## src/rtl/fft_serializer.sv

```systemverilog
// ----------------------------------------------------------------------------
// fft_serializer
//   Output stage of the 16-point FFT datapath. On a one-cycle load strobe it
//   captures a 32-word frame (words 0-15 real, 16-31 imaginary) into a register
//   buffer. It then streams the frame out one word per beat over a valid/ready
//   link. A load that arrives together with the final beat starts the next
//   frame with no idle cycle between frames. A load at any other time while a
//   frame is draining is dropped, and the sticky overrun flag is set.
//
// Configuration macro: FFT_SER_BITREV_EN
//   defined   : each 16-word half is emitted in bit-reversed bin order
//               (real half first, then imaginary half)
//   undefined : words are emitted in port order datain0..datain31
//
// Ports
//   clk          in   rising-edge clock
//   reset        in   asynchronous, active-low reset
//   load         in   frame capture strobe
//   datain0..31  in   DW-bit frame words
//   out_ready    in   downstream accepts dataout this cycle
//   dataout      out  current output word (0 when not valid)
//   out_valid    out  dataout holds a valid word
//   frame_start  out  valid word is word 0 of the frame
//   frame_end    out  valid word is word 31 of the frame
//   busy         out  frame held and not fully drained
//   overrun      out  sticky: a load was dropped during a frame
// ----------------------------------------------------------------------------
module fft_serializer #(
    parameter int unsigned DW = 16
) (
    input  logic          clk,
    input  logic          reset,
    input  logic          load,
    input  logic [DW-1:0] datain0,
    input  logic [DW-1:0] datain1,
    input  logic [DW-1:0] datain2,
    input  logic [DW-1:0] datain3,
    input  logic [DW-1:0] datain4,
    input  logic [DW-1:0] datain5,
    input  logic [DW-1:0] datain6,
    input  logic [DW-1:0] datain7,
    input  logic [DW-1:0] datain8,
    input  logic [DW-1:0] datain9,
    input  logic [DW-1:0] datain10,
    input  logic [DW-1:0] datain11,
    input  logic [DW-1:0] datain12,
    input  logic [DW-1:0] datain13,
    input  logic [DW-1:0] datain14,
    input  logic [DW-1:0] datain15,
    input  logic [DW-1:0] datain16,
    input  logic [DW-1:0] datain17,
    input  logic [DW-1:0] datain18,
    input  logic [DW-1:0] datain19,
    input  logic [DW-1:0] datain20,
    input  logic [DW-1:0] datain21,
    input  logic [DW-1:0] datain22,
    input  logic [DW-1:0] datain23,
    input  logic [DW-1:0] datain24,
    input  logic [DW-1:0] datain25,
    input  logic [DW-1:0] datain26,
    input  logic [DW-1:0] datain27,
    input  logic [DW-1:0] datain28,
    input  logic [DW-1:0] datain29,
    input  logic [DW-1:0] datain30,
    input  logic [DW-1:0] datain31,
    input  logic          out_ready,
    output logic [DW-1:0] dataout,
    output logic          out_valid,
    output logic          frame_start,
    output logic          frame_end,
    output logic          busy,
    output logic          overrun
);

    localparam int unsigned NWORDS = 32;
    localparam int unsigned IW     = 5;

    typedef enum logic {
        S_IDLE,
        S_SEND
    } state_t;

    state_t          r_state;
    logic [IW-1:0]   r_idx;
    logic            r_overrun;
    logic [DW-1:0]   r_buf [NWORDS];

    logic [DW-1:0]   w_din [NWORDS];
    logic [IW-1:0]   w_addr;
    logic            w_beat;
    logic            w_last;
    logic            w_capture;

    // Gather the flat input ports into an indexable array
    assign w_din[0]  = datain0;
    assign w_din[1]  = datain1;
    assign w_din[2]  = datain2;
    assign w_din[3]  = datain3;
    assign w_din[4]  = datain4;
    assign w_din[5]  = datain5;
    assign w_din[6]  = datain6;
    assign w_din[7]  = datain7;
    assign w_din[8]  = datain8;
    assign w_din[9]  = datain9;
    assign w_din[10] = datain10;
    assign w_din[11] = datain11;
    assign w_din[12] = datain12;
    assign w_din[13] = datain13;
    assign w_din[14] = datain14;
    assign w_din[15] = datain15;
    assign w_din[16] = datain16;
    assign w_din[17] = datain17;
    assign w_din[18] = datain18;
    assign w_din[19] = datain19;
    assign w_din[20] = datain20;
    assign w_din[21] = datain21;
    assign w_din[22] = datain22;
    assign w_din[23] = datain23;
    assign w_din[24] = datain24;
    assign w_din[25] = datain25;
    assign w_din[26] = datain26;
    assign w_din[27] = datain27;
    assign w_din[28] = datain28;
    assign w_din[29] = datain29;
    assign w_din[30] = datain30;
    assign w_din[31] = datain31;

    // Beat index to buffer address; bit 4 selects the real/imaginary half
`ifdef FFT_SER_BITREV_EN
    assign w_addr = {r_idx[4], r_idx[0], r_idx[1], r_idx[2], r_idx[3]};
`else
    assign w_addr = r_idx;
`endif

    assign out_valid   = (r_state == S_SEND);
    assign busy        = out_valid;
    assign frame_start = out_valid & (r_idx == '0);
    assign frame_end   = out_valid & w_last;
    assign overrun     = r_overrun;
    assign dataout     = out_valid ? r_buf[w_addr] : '0;

    assign w_beat    = out_valid & out_ready;
    assign w_last    = (r_idx == IW'(NWORDS - 1));
    // Capture happens from IDLE or on the final beat (back-to-back frames)
    assign w_capture = load & (~out_valid | (w_beat & w_last));

    // Frame buffer
    always_ff @(posedge clk or negedge reset) begin
        if (!reset) begin
            for (int i = 0; i < NWORDS; i++) begin
                r_buf[i] <= '0;
            end
        end else if (w_capture) begin
            for (int i = 0; i < NWORDS; i++) begin
                r_buf[i] <= w_din[i];
            end
        end
    end

    // Control FSM, beat counter and sticky overrun flag
    always_ff @(posedge clk or negedge reset) begin
        if (!reset) begin
            r_state   <= S_IDLE;
            r_idx     <= '0;
            r_overrun <= 1'b0;
        end else begin
            if (load && !w_capture) begin
                r_overrun <= 1'b1;
            end
            case (r_state)
                S_IDLE: begin
                    if (load) begin
                        r_idx   <= '0;
                        r_state <= S_SEND;
                    end
                end
                S_SEND: begin
                    if (w_beat) begin
                        if (w_last) begin
                            r_idx <= '0;
                            if (!load) begin
                                r_state <= S_IDLE;
                            end
                        end else begin
                            r_idx <= r_idx + IW'(1);
                        end
                    end
                end
            endcase
        end
    end

endmodule

```

## config.mk

```make
export PLATFORM = sky130hd
export DESIGN_NAME = fft_serializer
export DESIGN_NICKNAME = d
export VERILOG_FILES = /design/src/rtl/fft_serializer.sv
export SDC_FILE = /design/constraint.sdc
export NUM_CORES = 1
export LEC_CHECK = 0
export CORE_UTILIZATION = 51
export DETAILED_ROUTE_END_ITERATION = 16
export PLACE_DENSITY = 0.81
export REMOVE_ABC_BUFFERS = 1
export SLEW_MARGIN = 20
export SYNTH_ARGS = -nofsm -noshare
export SYNTH_HDL_FRONTEND = slang
export SYNTH_SLANG_ARGS = --single-unit
```

## constraint.sdc

```tcl
create_clock -name clk -period 2.9 [get_ports clk]
set_input_delay 0.58 -clock clk [delete_from_list [all_inputs] [get_ports clk]]
set_output_delay 0.58 -clock clk [all_outputs]
set_load 0.03 [all_outputs]
```

==> flow_metrics.py, run 1 <==
metrics = {
    "critical_path": {
        "crit_fanout": 6,
        "crit_path_end_kind": "primary output",
        "path_class": "register to primary output",
        "cp.arrival_ns": 2.67,
        "worst_ep_required_time_ns": 2.32,
        "reg2regPathDepth": 11,
        "start_kind": "register",
    },
    "synthesis": {
        "synth_cell_types": 41,
        "synthesis.area_sq_um": 23400,
        "ys.warnings.count": 0,
        "async_reset_ff_frac": 1.00,
        "synth.avg_cell_area_sq_um": 15.7,
        "yosysSeqAreaShare": 0.555,
        "synthFlopType": "dfrtp_1",
        "ys_seq_elements": 519,
        "syn_inst": 1491,
        "synth_edf_count": 0,
    },
    "placement": {
        "place_hpwl_mm": 50.6,
        "gp_congestion": 0.874,
        "port_buffers": 536,
    },
    "clock_network": {
        "numCtsBuffers": 53,
        "clockBufferDepth": 3,
        "worstSkewPairLatency_ns": 0.60,
        "htree_levels": 2,
        "cts_tree": "built",
        "cts.sinks": 519,
        "clkSlewWorstSetupHoldPaths_ns": 0.06,
        "root_buffer": "clkbuf_16",
    },
    "power": {
        "power.density_nw_per_um2": 861,
        "power_frac_comb": 0.370,
        "ir_worst_vdd_mv": 0.559,
        "swShare": 0.310,
        "p_seq_frac": 0.387,
        "p_leak_nw": 14.1,
        "post-layout-total-power_mw": 28.3,
        "p_sw_mw": 8.77,
        "clock_power_share": 0.244,
        "p_int_mw": 19.6,
    },
    "floorplan": {
        "start_util": 0.517,
        "rows": 78,
        "io_pins": 537,
        "fp.dieH_um": 216,
        "die_x_um": 216,
        "coreArea_sq_um": 45300,
        "dieArea_sq_um": 46700,
    },
    "timing": {
        "hold_viol_final": 0,
        "worst_slew_pin_slew_ns": 0.829,
        "fin_crit_ns": 3.25,
        "timing.final.ws_setup_ns": -0.352,
        "hold-worst-slack_ns": 0.0379,
        "relSlewSlack": 0.447,
        "clock_skew_ns": 0.0168,
        "setup_viol": 16,
        "rsz0062_at_grt": "true",
        "max_freq_ghz": 0.308,
        "min_period_over_period": 1.12,
        "report.final.slew_viol_count": 0,
    },
    "route": {
        "finalWirelength_mm": 70.7,
        "first_iter_violations": 943,
        "vias": 16000,
        "post_drt_wl_per_cell_um": 25.6,
        "drc": 0,
        "drt-vias-per-instance": 5.77,
        "firstDrtPassIters": 6,
        "ant_nets": 0,
    },
    "final_layout": {
        "area_growth_syn_to_layout_pct": 40.6,
        "fillerInstances": 2895,
        "layout_common_cells": "527 x mux2_2, 517 x clkdlybuf4s50_1, 516 x dfrtp_1",
        "layout.nets": 2622,
        "layout_commonest_cell": "mux2_2",
        "drive_gt1_frac": 0.442,
    },
    "global_route": {
        "grt_max_degree": 93,
        "first_global_vias": 17400,
        "grt_pass1_wl_mm": 104,
        "grt_remaining_overflow": 0,
        "grt_use_total": 0.297,
        "grt_antenna_before_repair": 31,
    },
    "job": {
        "maxCapViolCount": 0,
    },
    "worst_hold_path": {
        "hp-class": "primary input to asynchronous set/reset pin",
    },
    "outcome": {
        "violations": "setup timing",
        "status": "finished, violations left",
    },
}
[cell families after synthesis]
family,after synthesis,synth area share
multiplexers,641,0.363
AO/OA/AOI/OAI,92,0.0271
AND/OR/NAND/NOR,118,0.0259
adder cells (fa/ha/maj),4,0.00214
flip-flops,519,0.555
buffers and inverters,117,0.0270
[path summary, 6_finish.rpt]
kind / startpoint / to / slack (ns)
max in group asynchronous: reset / r_buf[218] / 1.99
worst max register to register: r_idx[0] / r_buf[319] / 0.08
worst min-delay path: reset / r_buf[312] / 0.04
worst max-delay path: r_idx[0] / dataout[14] / -0.35
worst min register to register: overrun / overrun / 0.47
min in group clk: overrun / overrun / 0.47
[critical path: stages, from the launching register on]
cell and delay (ns):
dfrtp_4 0.53, buf_12 0.17, buf_12 0.14, buf_4 0.15, mux4_2 0.34, o32a_1 0.14
o311ai_1 0.12, nor4_2 0.30, buf_6 0.19
[cell usage after synthesis (all sizes together) (4+ instances only)]
master	n	share of area
a211oi	16	0.0051
and3	16	0.0043
buf	88	0.022
clkbuf	25	0.0040
dfrtp	519	0.56
ha	4	0.0021
mux2	527	0.25
mux4	113	0.11
nand2	39	0.0063
nand3	16	0.0034
nor2	18	0.0029
nor2b	15	0.0040
o21ai	19	0.0041
o221ai	15	0.0056
o22ai	30	0.0080
[power groups by stage]
stage	Combinational, mW	Sequential, mW	Clock (mW)
after floorplan	5.84	10.8	0
after global placement	9.23	10.8	0
after detailed placement	9.46	11.0	0
after CTS	10.2	10.9	7.00
after global routing	11.1	11.2	7.29
final	10.5	11.0	6.90
[area by class of cell]
| cell class | instances | area, sq um | share of cell area |
|---|---|---|---|
| timing repair buffer | 669 | 7160 | 0.218 |
| multi-input combinational | 855 | 10200 | 0.309 |
| sequential | 519 | 13000 | 0.395 |
| clock inverter | 8 | 121 | 0.00369 |
| clock buffer | 83 | 1630 | 0.0496 |
| tap | 600 | 751 | 0.0228 |
| antenna | 27 | 67.6 | 0.00205 |
| inverter | 4 | 15.0 | 0.000456 |
[metrics by stage]
step           cells   TNS, ns  setup slack, ns   util  area (sq um)
3_5_place_dp    2609    -0.163          -0.0503  0.663         30000
4_1_cts         2716     -5.71           -0.429  0.714         32300
6_report        2765     -4.75           -0.352  0.726         32900
5_1_grt         2764     -5.98           -0.431  0.726         32900
3_3_place_gp    2609   -0.0597          -0.0273  0.663         30000
2_1_floorplan   1378  -7339.55           -14.16      -         22800
[per-layer routing]
| metal | up-vias | global-route usage | part of all wire |
|---|---|---|---|
| met3 | 173 | 0.0542 | 0.059 |
| met5 | - | 0 | 0.00092 |
| met1 | 8302 | 0.372 | 0.39 |
| li1 | 6833 | - | - |
| met4 | 10 | 0.152 | 0.044 |
| met2 | 637 | 0.497 | 0.51 |
[sequential cells by signal, summed over array words and instances, names as in the netlist]
register	flops
r_buf	512
busy	1
overrun	1
r_idx	5
[what timing repair did]
action / in CTS / in global routing
endpoints found under the setup margin: 214 / 381
pin swaps: 16 / 21
gates resized for setup: 113 / 46
buffers inserted: 15 / 16
gates cloned: 1 / 8
hold buffers: 0 / 0
(Power assumes the default switching activity.)
==> inputs of run 2 (changes only) <==
--- a/config.mk
+++ b/config.mk
@@ -5,6 +5,7 @@
 export SDC_FILE = /design/constraint.sdc
 export NUM_CORES = 1
 export LEC_CHECK = 0
+export CORE_ASPECT_RATIO = 1.75
 export CORE_UTILIZATION = 51
 export DETAILED_ROUTE_END_ITERATION = 16
 export PLACE_DENSITY = 0.81
==> run 2 against run 1 <==
The flow still finishes with violations (setup timing). Die area about the same. Cell count down 0.94%. Wire length up 2.0%. Flip-flop and latch count unchanged. Sequential power about the same. Total power about the same. Largest cell class unchanged. Largest power group unchanged.
==> flow_metrics.py, run 2 (synthesized netlist as in run 1, its figures left out) <==
metrics = {
    "placement": {
        "port_buffers": 536,
        "place_hpwl_mm": 52.4,
        "gp_congestion": 0.921,
        "post_dp_cell_area_sq_um": 30100,
    },
    "outcome": {
        "status": "finished, violations left",
        "violations": "setup timing",
    },
    "global_route": {
        "grt_pass1_wl_mm": 106,
        "grt_antenna_before_repair": 24,
        "first_global_vias": 17700,
        "grt_use_total": 0.311,
        "grt_max_degree": 104,
        "grt_remaining_overflow": 0,
    },
    "final_layout": {
        "largest_register_ffs": 512,
        "layout.nets": 2626,
        "drive_gt1_frac": 0.445,
        "layout_commonest_cell": "mux2_2",
        "layout_common_cells": "527 x mux2_2, 517 x dfrtp_1, 517 x clkdlybuf4s50_1",
        "area_growth_syn_to_layout_pct": 40.2,
        "top_regs": "r_buf: 512 flops, r_idx: 5 flops",
        "largest_register": "r_buf",
        "fin_area_sq_um": 32800,
    },
    "route": {
        "highest-signal-layer": "met5",
        "drt-vias-per-instance": 5.86,
        "ant_nets": 0,
        "wl_met1_mm": 25.0,
        "wl_met2_mm": 37.8,
        "wl_met3_mm": 4.43,
        "drc": 0,
        "finalWirelength_mm": 72.2,
        "post_drt_wl_per_cell_um": 26.3,
        "vias": 16100,
        "firstDrtPassIters": 5,
        "first_iter_violations": 1003,
    },
    "clock_network": {
        "root_buffer": "clkbuf_16",
        "cts.sinks": 519,
        "numCtsBuffers": 49,
        "worstSkewPairLatency_ns": 0.59,
        "htree_levels": 2,
        "clkSlewWorstSetupHoldPaths_ns": 0.07,
        "cts_tree": "built",
        "clockBufferDepth": 3,
    },
    "timing": {
        "timing.final.ws_setup_ns": -0.377,
        "max_freq_ghz": 0.305,
        "hold_viol_final": 0,
        "report.final.slew_viol_count": 0,
        "fin_crit_ns": 3.28,
        "clock_skew_ns": 0.0194,
        "relSlewSlack": 0.629,
        "rsz0062_at_grt": "true",
        "min_period_over_period": 1.13,
        "hold-worst-slack_ns": 0.486,
        "worst_slew_pin_slew_ns": 0.557,
        "setup_viol": 17,
    },
    "floorplan": {
        "rows": 103,
        "coreArea_sq_um": 45200,
        "start_util": 0.517,
        "die_x_um": 164,
        "io_pins": 537,
        "dieArea_sq_um": 46800,
        "fp.dieH_um": 285,
    },
    "power": {
        "power.density_nw_per_um2": 863,
        "p_leak_nw": 14.1,
        "post-layout-total-power_mw": 28.3,
        "ir_worst_vdd_mv": 0.881,
    },
    "critical_path": {
        "crit_path_end_kind": "primary output",
        "worst_path_max_delay_cell": "dfrtp_4",
        "start_kind": "register",
        "crit_fanout": 7,
        "path_cells": "buf_12 > buf_12 > buf_12 > mux4_2 > o32a_1 > o311ai_2 > nor4_2 > buf_4",
        "critPathMaxStageDelay_ns": 0.50,
        "cp.arrival_ns": 2.70,
        "cp_top_family": "buffers and inverters",
        "path_class": "register to primary output",
        "path_common_cell": "buf_12",
        "critical_path_buf_inv_count": 4,
        "worst_ep_required_time_ns": 2.32,
    },
    "worst_hold_path": {
        "hp-class": "primary input to asynchronous set/reset pin",
    },
    "job": {
        "maxCapViolCount": 0,
    },
}
## run 2: changes by cell type in the layout (fill, tap and decap cells not counted), sizes merged
cell / before / now
clkbuf: 90 / 75
buf: 145 / 158
diode: 27 / 18
clkinv: 4 / 10
bufinv: 3 / 4
dlygate4sd3: 0 / 1
## run 2: metal layers
metal  vias up  track usage
li1       6810            -
met1      8339        0.349
met2       675        0.522
met3       217       0.0639
met4        12        0.221
met5         -            0
## run 2: where the power goes
part | internal [mW] | total (mW) | switching [mW]
Clock | 3.91 | 6.69 | 2.79
Combinational | 6.04 | 10.6 | 4.58
Sequential | 9.58 | 11.0 | 1.42
Total | 19.5 | 28.3 | 8.78
## run 2: final timing paths
kind / depth (start not counted) / startpoint / to / slack, ns
hold reg to reg: 1 / r_buf[135] / r_buf[135] / 0.50
setup / recovery: 8 / r_idx[0] / dataout[14] / -0.38
setup reg to reg: 12 / r_idx[0] / r_buf[450] / 0.10
min in group clk: 1 / r_buf[135] / r_buf[135] / 0.50
hold / removal: 2 / reset / r_buf[365] / 0.49
max in group asynchronous: 4 / reset / r_buf[242] / 1.31
## run 2: area by class of cell
cell class / count / area (sq um)
fill: 2871 / 12400
inverter: 4 / 15.0
sequential: 519 / 13000
multi-input combinational: 855 / 10200
tap: 577 / 722
antenna: 18 / 45.0
clock buffer: 74 / 1490
timing repair buffer: 677 / 7160
clock inverter: 15 / 185
## run 2: what timing repair did
item,CTS,global route
pin swaps,36,18
hold buffers,1,0
setup endpoints to repair,17,19
hold endpoints to repair,31,0
gates resized for setup,152,26
buffers inserted,19,6
gates cloned,4,1
## run 2: metrics by stage
stage | setup TNS [ns] | setup slack [ns] | util | std cells
floorplan | -7339.55 | -14.16 | - | 1378
global placement | -1.58 | -0.206 | 0.666 | 2601
detailed placement | -1.69 | -0.198 | 0.666 | 2601
CTS | -5.05 | -0.364 | 0.720 | 2714
global route | -5.69 | -0.403 | 0.725 | 2738
finish | -4.66 | -0.377 | 0.725 | 2739
## run 2: worst reg2reg max path, cell delays in order, from the launching register on
cell and delay (ns):
dfrtp_4 0.50, buf_12 0.16, buf_16 0.13, buf_12 0.15
ha_4 0.17, and3_4 0.17, ha_1 0.19, nand2_1 0.09
nand2_1 0.09, nand2_4 0.12, buf_12 0.22, buf_4 0.31
mux2_2 0.38
==> inputs of run 3 (changes only) <==
--- a/config.mk
+++ b/config.mk
@@ -5,11 +5,13 @@
 export SDC_FILE = /design/constraint.sdc
 export NUM_CORES = 1
 export LEC_CHECK = 0
+export CAP_MARGIN = 20
 export CORE_ASPECT_RATIO = 1.75
 export CORE_UTILIZATION = 51
 export DETAILED_ROUTE_END_ITERATION = 16
 export PLACE_DENSITY = 0.81
 export REMOVE_ABC_BUFFERS = 1
+export SKIP_LAST_GASP = 1
 export SLEW_MARGIN = 20
 export SYNTH_ARGS = -nofsm -noshare
 export SYNTH_HDL_FRONTEND = slang
==> run 3 against run 2 <==
Clock power is essentially flat. Via count about the same. The flow still finishes with violations (setup timing). Die area unchanged. Count of clock-buffer cells in the layout unchanged. Wire length shrank 0.21%. Sequential power about the same. Maximum frequency rose by 0.39%. Non-clock buffer count is 1 higher. Total power shrank 0.34%. Cell count about the same. Register-to-register slack about the same.
==> flow_metrics.py, run 3 (synthesized netlist as in run 1, its figures left out) <==
metrics = {
    "global_route": {
        "first_global_vias": 17700,
        "grt_antenna_before_repair": 24,
        "grt_pass1_wl_mm": 106,
        "grt_use_total": 0.311,
        "grt_max_degree": 104,
        "grt_remaining_overflow": 0,
    },
    "floorplan": {
        "fp.dieH_um": 285,
        "dieArea_sq_um": 46800,
        "coreArea_sq_um": 45200,
        "die_x_um": 164,
        "rows": 103,
        "start_util": 0.517,
        "io_pins": 537,
    },
    "critical_path": {
        "worst_path_max_delay_cell": "dfrtp_4",
        "cp.arrival_ns": 2.68,
        "path_common_cell": "buf_12",
        "r2r-end": "r_buf[326]",
        "critPathMaxStageDelay_ns": 0.50,
        "reg2regPathDepth": 12,
        "worst_ep_required_time_ns": 2.32,
        "crit_start": "r_idx[0]",
        "path_cells": "buf_12 > buf_12 > buf_12 > mux4_2 > o32a_1 > o311ai_2 > nor4_2 > buf_4",
        "crit_fanout": 7,
        "ff2ff_setup_slack_ns": 0.09,
        "r2r_start": "r_idx[0]",
        "start_kind": "register",
        "cp-endpoint": "dataout[14]",
        "crit_path_end_kind": "primary output",
        "path_class": "register to primary output",
    },
    "power": {
        "ir_worst_vdd_mv": 0.876,
        "post-layout-total-power_mw": 28.2,
        "p_leak_nw": 14.1,
        "power.density_nw_per_um2": 861,
    },
    "timing": {
        "setup_viol": 17,
        "relSlewSlack": 0.627,
        "report.final.slew_viol_count": 0,
        "max_freq_ghz": 0.306,
        "timing.final.ws_setup_ns": -0.364,
        "hold_viol_final": 0,
        "worst_slew_pin_slew_ns": 0.560,
        "clock_skew_ns": 0.0159,
        "min_period_over_period": 1.13,
        "rsz0062_at_grt": "true",
        "fin_crit_ns": 3.26,
    },
    "route": {
        "post_drt_wl_per_cell_um": 26.3,
        "first_iter_violations": 984,
        "finalWirelength_mm": 72.0,
        "ant_nets": 0,
        "drt-vias-per-instance": 5.86,
        "firstDrtPassIters": 4,
        "vias": 16100,
        "drc": 0,
    },
    "final_layout": {
        "largest_register_ffs": 512,
        "fillerInstances": 2884,
        "drive_gt1_frac": 0.444,
        "stdcell_count": 2740,
        "layout_common_cells": "527 x mux2_2, 517 x dfrtp_1, 517 x clkdlybuf4s50_1",
        "largest_register": "r_buf",
        "layout.nets": 2627,
        "area_growth_syn_to_layout_pct": 40.1,
        "top_regs": "r_buf: 512 flops, r_idx: 5 flops",
        "layout_commonest_cell": "mux2_2",
    },
    "outcome": {
        "status": "finished, violations left",
        "violations": "setup timing",
    },
    "clock_network": {
        "htree_levels": 2,
        "cts.sinks": 519,
        "cts_tree": "built",
        "clockBufferDepth": 3,
        "numCtsBuffers": 49,
        "clkSlewWorstSetupHoldPaths_ns": 0.07,
        "worstSkewPairLatency_ns": 0.59,
        "root_buffer": "clkbuf_16",
    },
    "job": {
        "maxCapViolCount": 0,
    },
    "placement": {
        "dp_slack_ns": -0.198,
        "dp.cells": 2601,
        "gp_congestion": 0.921,
        "place_hpwl_mm": 52.4,
        "port_buffers": 536,
    },
    "worst_hold_path": {
        "hp-class": "primary input to asynchronous set/reset pin",
    },
}
run 3: per-stage QoR:
stage	instance area, sq um	setup TNS [ns]	util	hold WS [ns]
after floorplan	22800	-7339.55	-	0.284
after global placement	30100	-1.58	0.666	0.455
after detailed placement	30100	-1.69	0.666	0.487
after CTS	32500	-5.22	0.719	0.500
after global routing	32800	-5.91	0.725	0.507
final	32800	-4.95	0.725	0.488
run 3: worst min-delay path by stage:
stage	depth (start not counted)	end	slack [ns]	start
3_3_place_gp	1	overrun	0.45	overrun
4_1_cts	2	r_buf[365]	0.50	reset
3_5_place_dp	1	r_buf[365]	0.49	reset
5_1_grt	2	r_buf[365]	0.51	reset
6_report	2	r_buf[365]	0.49	reset
2_1_floorplan	0	busy	0.28	reset
run 3: what timing repair did:
| item | in CTS | in global routing |
|---|---|---|
| cloned | 4 | 1 |
| setup endpoints to repair | 17 | 21 |
| gates resized for setup | 144 | 23 |
| pin swaps | 35 | 18 |
| hold buffers | 1 | 0 |
| endpoints found under the hold margin | 31 | 0 |
| buffers inserted | 19 | 7 |
run 3: worst max-delay path: cells and delay by family (launching register included):
family | cells | cell delay [ns]
buffers and inverters | 4 | 0.66
flip-flops | 1 | 0.50
multiplexers | 1 | 0.35
AND/OR/NAND/NOR | 1 | 0.33
AO/OA/AOI/OAI | 2 | 0.26
run 3: cell type report:
cell class / instances / area (sq um) / area share
diodes: 18 / 45.0 / 0.00137
clock buffers: 74 / 1490 / 0.0455
clock inverters: 15 / 185 / 0.00565
inverters: 4 / 15.0 / 0.000458
multi-input cells: 855 / 10200 / 0.310
flip-flops and latches: 519 / 13000 / 0.396
well taps: 577 / 722 / 0.0220
repair buffers: 678 / 7160 / 0.218
run 3: report_power, final:
part	switching, mW	total, mW	leakage, nW	internal, mW
sequential	1.41	11.0	6.40	9.58
clock	2.79	6.69	0.830	3.91
combinational	4.54	10.5	6.88	5.99
total	8.74	28.2	14.1	19.5
run 3: per-layer routing:
layer,track usage,vias up,part of all wire
met1,0.350,8333,0.35
met5,0,-,0.0013
met2,0.523,684,0.52
li1,-,6808,-
met4,0.218,14,0.068
met3,0.0631,222,0.061
==> variant 1: new RTL, config.mk and constraints of run 2 <==
The parameter `DW` goes from 16 to 20.
--- a/src/rtl/fft_serializer.sv
+++ b/src/rtl/fft_serializer.sv
@@ -26,7 +26,7 @@
 //   overrun      out  sticky: a load was dropped during a frame
 // ----------------------------------------------------------------------------
 module fft_serializer #(
-    parameter int unsigned DW = 16
+    parameter int unsigned DW = 20
 ) (
     input  logic          clk,
     input  logic          reset,
Interface: changed (33 resized); port bits go from 537 to 669. The function was not compared with the original's and may differ.
==> variant 1 against run 2 <==
- the run still ends with setup timing left
- non-clock buffer count is 174 higher
- sequential power is 40% higher
- clock power rose by 22%
- worst setup slack got worse by 0.027 ns
- sequential share of layout area is 0.33 points lower
- wire length increased by 36%
- critical path depth decreased by 1
- count of clock-buffer cells in the layout rose by 7
- sequential cell count rose by 128
- combinational power rose by 44%
- cell area is 26% higher
- area after synthesis is 24% higher
- power rose by 37%
- first-iteration DRC count rose by 19%
- largest cell class unchanged
==> variant 1: results (changes against run 2) <==
status = finished with violations
failing checks = setup timing
Clock Buffer Count = 81 (+9.5%)
comb_multi_in = 991 (+16%)
total track usage = 0.322 (+0.0110)
post-synthesis mux area share = 0.370 (+0.00672)
crit path from = r_idx[2]$_DFFE_PN0P_
port bufs = 668 (+25%)
Die X = 183 um (+11%)
Num CTS Buffers = 57 (+16%)
# setup viols final = 22 (+5)
via count = 20000 (+25%)
largest net degree at the start of global routing = 110 (+5.8%)
Iter 0 DRT Violations = 1191 (+19%)
Lkg Pwr = 17.7 nW (+26%)
setup slack after layout = -0.404 ns (-0.0271 ns)
Hold Path Class = register to register
top cells by count, synth = dfrtp_1 (647), mux2_2 (644), mux4_2 (138)
Synth top area share = 0.556 (+0.000977)
post-place setup slack = -0.115 ns (+0.0829 ns)
Worst Path Max Fanout = 8 (+1)
hpwl dp = 66600 um (+27%)
Buffers, non-clock = 851 (+26%)
syn avg cell area = 16.4 um2 (+4.6%)
Max VDD drop = 616 uV (-30%)
buffering overhead = 0.230 (+0.0114)
Slew HR = 0.572 (-0.0564)
variant 1: changes by cell type after synthesis, sizes merged, moves of 15 or more:
cell and delta:
nand3 -15, mux2 +117, mux2i +39, mux4 +25
buf +33, o22ai +30, a221oi +19, o221ai -15
a211oi -16, nand2 -30, nor4 +16, dfrtp +128
variant 1: cell families after synthesis:
logic type,after synthesis
compound gates,113
fa+ha+maj,4
buf+inv,136
flops,647
mux,822
simple gates,52
variant 1: how the worst max path moves through the flow:
| stage | end | slack, ns | depth (start not counted) |
|---|---|---|---|
| floorplan | r_buf[0]$_DFFE_PN0P_ | -17.81 | 7 |
| global placement | dataout[7] | -0.15 | 7 |
| detailed placement | dataout[7] | -0.12 | 7 |
| CTS | dataout[7] | -0.38 | 7 |
| global route | dataout[9] | -0.45 | 7 |
| finish | dataout[9] | -0.40 | 7 |
variant 1: repair_timing:
action	in CTS	in global routing
pin swaps	15	28
gates cloned	7	27
resized for setup	114	69
buffers inserted	18	32
hold buffers	1	0
hold endpoints to repair	46	0
endpoints found under the setup margin	22	603
==> variant 2: new RTL, config.mk and constraints of run 2 <==
Made on the original files. Register the output `overrun` once more; this adds one clock of latency there. The other outputs are not delayed to match.
--- a/src/rtl/fft_serializer.sv
+++ b/src/rtl/fft_serializer.sv
@@ -136,7 +136,9 @@
     assign busy        = out_valid;
     assign frame_start = out_valid & (r_idx == '0);
     assign frame_end   = out_valid & w_last;
-    assign overrun     = r_overrun;
+    always_ff @(posedge clk) begin
+        overrun <= r_overrun;
+    end
     assign dataout     = out_valid ? r_buf[w_addr] : '0;
 
     assign w_beat    = out_valid & out_ready;
Check against the original RTL: not equivalent (a bounded check fails within 4 cycles, from zero or initial values and one cycle with reset low).
==> variant 2 against run 2 <==
- the run still ends with setup timing left
- sequential share of layout area grew 0.070 points
- final cell count did not move
- sequential cell count grew 1
- cell area barely moved
- maximum frequency up 2.1%
- core utilization about the same
- power is 0.15% higher
- via count is 0.73% lower
- global-route usage is essentially flat
- area after synthesis about the same
- wire length increased by 0.37%
- worst setup slack gained 0.067 ns
==> variant 2: results (changes against run 2) <==
Synth cell types = 42 (+2.4%)
Hold Path Class = input pin to async pin
status = finished with violations
CP max-delay cell = dfrtp_4
prevailing post-synth register cell = dfrtp_1
Lkg Pwr = 14.1 nW (-0.32%)
Iter 0 DRT Violations = 1061 (+5.8%)
GP Congestion = 0.940 (+2.2%)
Top Layer Used = met4
Reg clk slew, reported paths = 0.07 ns (about the same)
CP max stage delay = 0.56 ns (+0.06 ns)
adder-cell share of the synthesized area = 0.00214 (about the same)
depth of the CTS H-tree = 2 (unchanged)
first-pass GRT wire length = 106000 um (about the same)
final-stage net count = 2627 (+0.038%)
post-synthesis compound-gate area fraction = 0.0271 (about the same)
number of standard cells after synthesis = 1492 (+0.067%)
vias in the first global route = 17800 (+0.46%)
Setup Skew = 0.00861 ns (-0.0108 ns)
Pre-antenna DRT Iters = 5 (unchanged)
failing checks = setup timing
largest registers = r_buf: 512 flops, r_idx: 5 flops
synth top area cells = dfrtp_1 (55%), mux2_2 (25%), mux4_2 (11%)
met2 routed WL = 38500 um (+1.8%)
initial antenna violation count = 21 (-13%)
crit path DAT = 2.63 ns (-0.07 ns)
Routed WL per cell = 26.4 um (+0.37%)
fraction of layout instances using a drive strength above 1 = 0.452 (+0.00691)
Max VDD drop = 790 uV (-10%)
top cells by count, synth = mux2_2 (527), dfrtp_1 (519), mux4_2 (113)
Worst Path Max Fanout = 5 (-2)
met3 wire length = 4140 um (-6.6%)
Net Sw Power = 8.91 mW (+1.4%)
yosys warns = 0 (unchanged)
vias per cell = 5.82 (-0.73%)
Num CTS Buffers = 48 (-2.0%)
worst slew pin tran = 0.670 ns (+0.113 ns)
Seq/Total Area, Yosys = 0.555 (about the same)
non-filler cells in the finished layout = 2739 (unchanged)
reg2reg path depth = 11 (-1)
largest net degree at the start of global routing = 86 (-17%)
port bufs = 536 (unchanged)
ys async rst share = 0.998 (-0.00192)
Met1 Routed Length = 25000 um (about the same)
setup slack after layout = -0.310 ns (+0.0670 ns)
total track usage = 0.311 (about the same)
# setup viols final = 16 (-1)
hpwl dp = 53200 um (+1.4%)
post-synthesis mux area share = 0.363 (about the same)
later-pin clock latency in the skew report = 0.57 ns (-0.02 ns)
variant 2: cell types whose count changed after synthesis:
| cell | before | now |
|---|---|---|
| dfxtp_1 | 0 | 1 |
variant 2: cell type report:
type,instances,area (um2)
antenna,22,55.1
clock buffer,68,1380
clock inverter,15,156
fill,2901,12400
inverter,4,17.5
multi-input combinational,855,10300
sequential,520,13000
tap,577,722
timing repair buffer,678,7150
variant 2: cell families (layout without fill, tap and decap cells):
group / after synthesis / count (layout)
adder cells (fa/ha/maj): 4 / 4
AO/OA/AOI/OAI: 92 / 92
multiplexers: 641 / 641
other: 0 / 22
buffers and inverters: 117 / 765
flip-flops: 520 / 520
AND/OR/NAND/NOR: 118 / 118
variant 2: worst paths after layout:
kind	endpoint	slack, ns	start
setup / recovery	dataout[0]	-0.31	r_idx[0]$_DFFE_PN0P_
hold / removal	r_buf[261]$_DFFE_PN0P_	0.008	reset
setup reg to reg	r_buf[381]$_DFFE_PN0P_	0.10	r_idx[0]$_DFFE_PN0P_
hold reg to reg	overrun$_DFF_P_	0.38	r_overrun$_DFFE_PN0P_
max in group asynchronous	r_buf[90]$_DFFE_PN0P_	1.96	reset
min in group clk	overrun$_DFF_P_	0.38	r_overrun$_DFFE_PN0P_
variant 2: worst max-delay path: cells and delay by family (launching register included):
kind	cells	cell delay [ns]
muxes	1	0.42
and+or+nand+nor	1	0.21
AOI/OAI and AO/OA	2	0.31
DFF	1	0.56
buffers and inverters	4	0.57
variant 2: power by group through the flow:
stage / logic (mW) / registers (mW) / clock network, mW
2_1_floorplan: 5.84 / 10.8 / 0
3_3_place_gp: 9.39 / 10.9 / 0
3_5_place_dp: 9.65 / 11.1 / 0
4_1_cts: 10.7 / 10.9 / 6.36
5_1_grt: 11.7 / 11.2 / 6.64
6_report: 11.1 / 11.0 / 6.27
variant 2: repair_timing:
action                     in CTS  in global routing
hold buffers                    0                  0
gates cloned                    4                  1
buffers inserted               25                  9
pin swaps                      32                 24
resized for setup             151                 43
setup endpoints to repair      18                347
variant 2: metal layers:
metal | vias to the layer above | GRT usage
li1 | 6816 | -
met1 | 8258 | 0.349
met2 | 663 | 0.539
met3 | 199 | 0.0481
met4 | 0 | 0.210
met5 | - | 0
variant 2: per-stage QoR:
step,cell area [um2],TNS (ns),utilization,worst slack [ns]
floorplan,22800,-7339.55,-,-14.16
global placement,30100,-0.166,0.666,-0.0614
detailed placement,30100,-0.260,0.666,-0.0782
CTS,32500,-4.43,0.718,-0.337
global route,32800,-4.96,0.725,-0.359
finish,32800,-4.09,0.725,-0.310
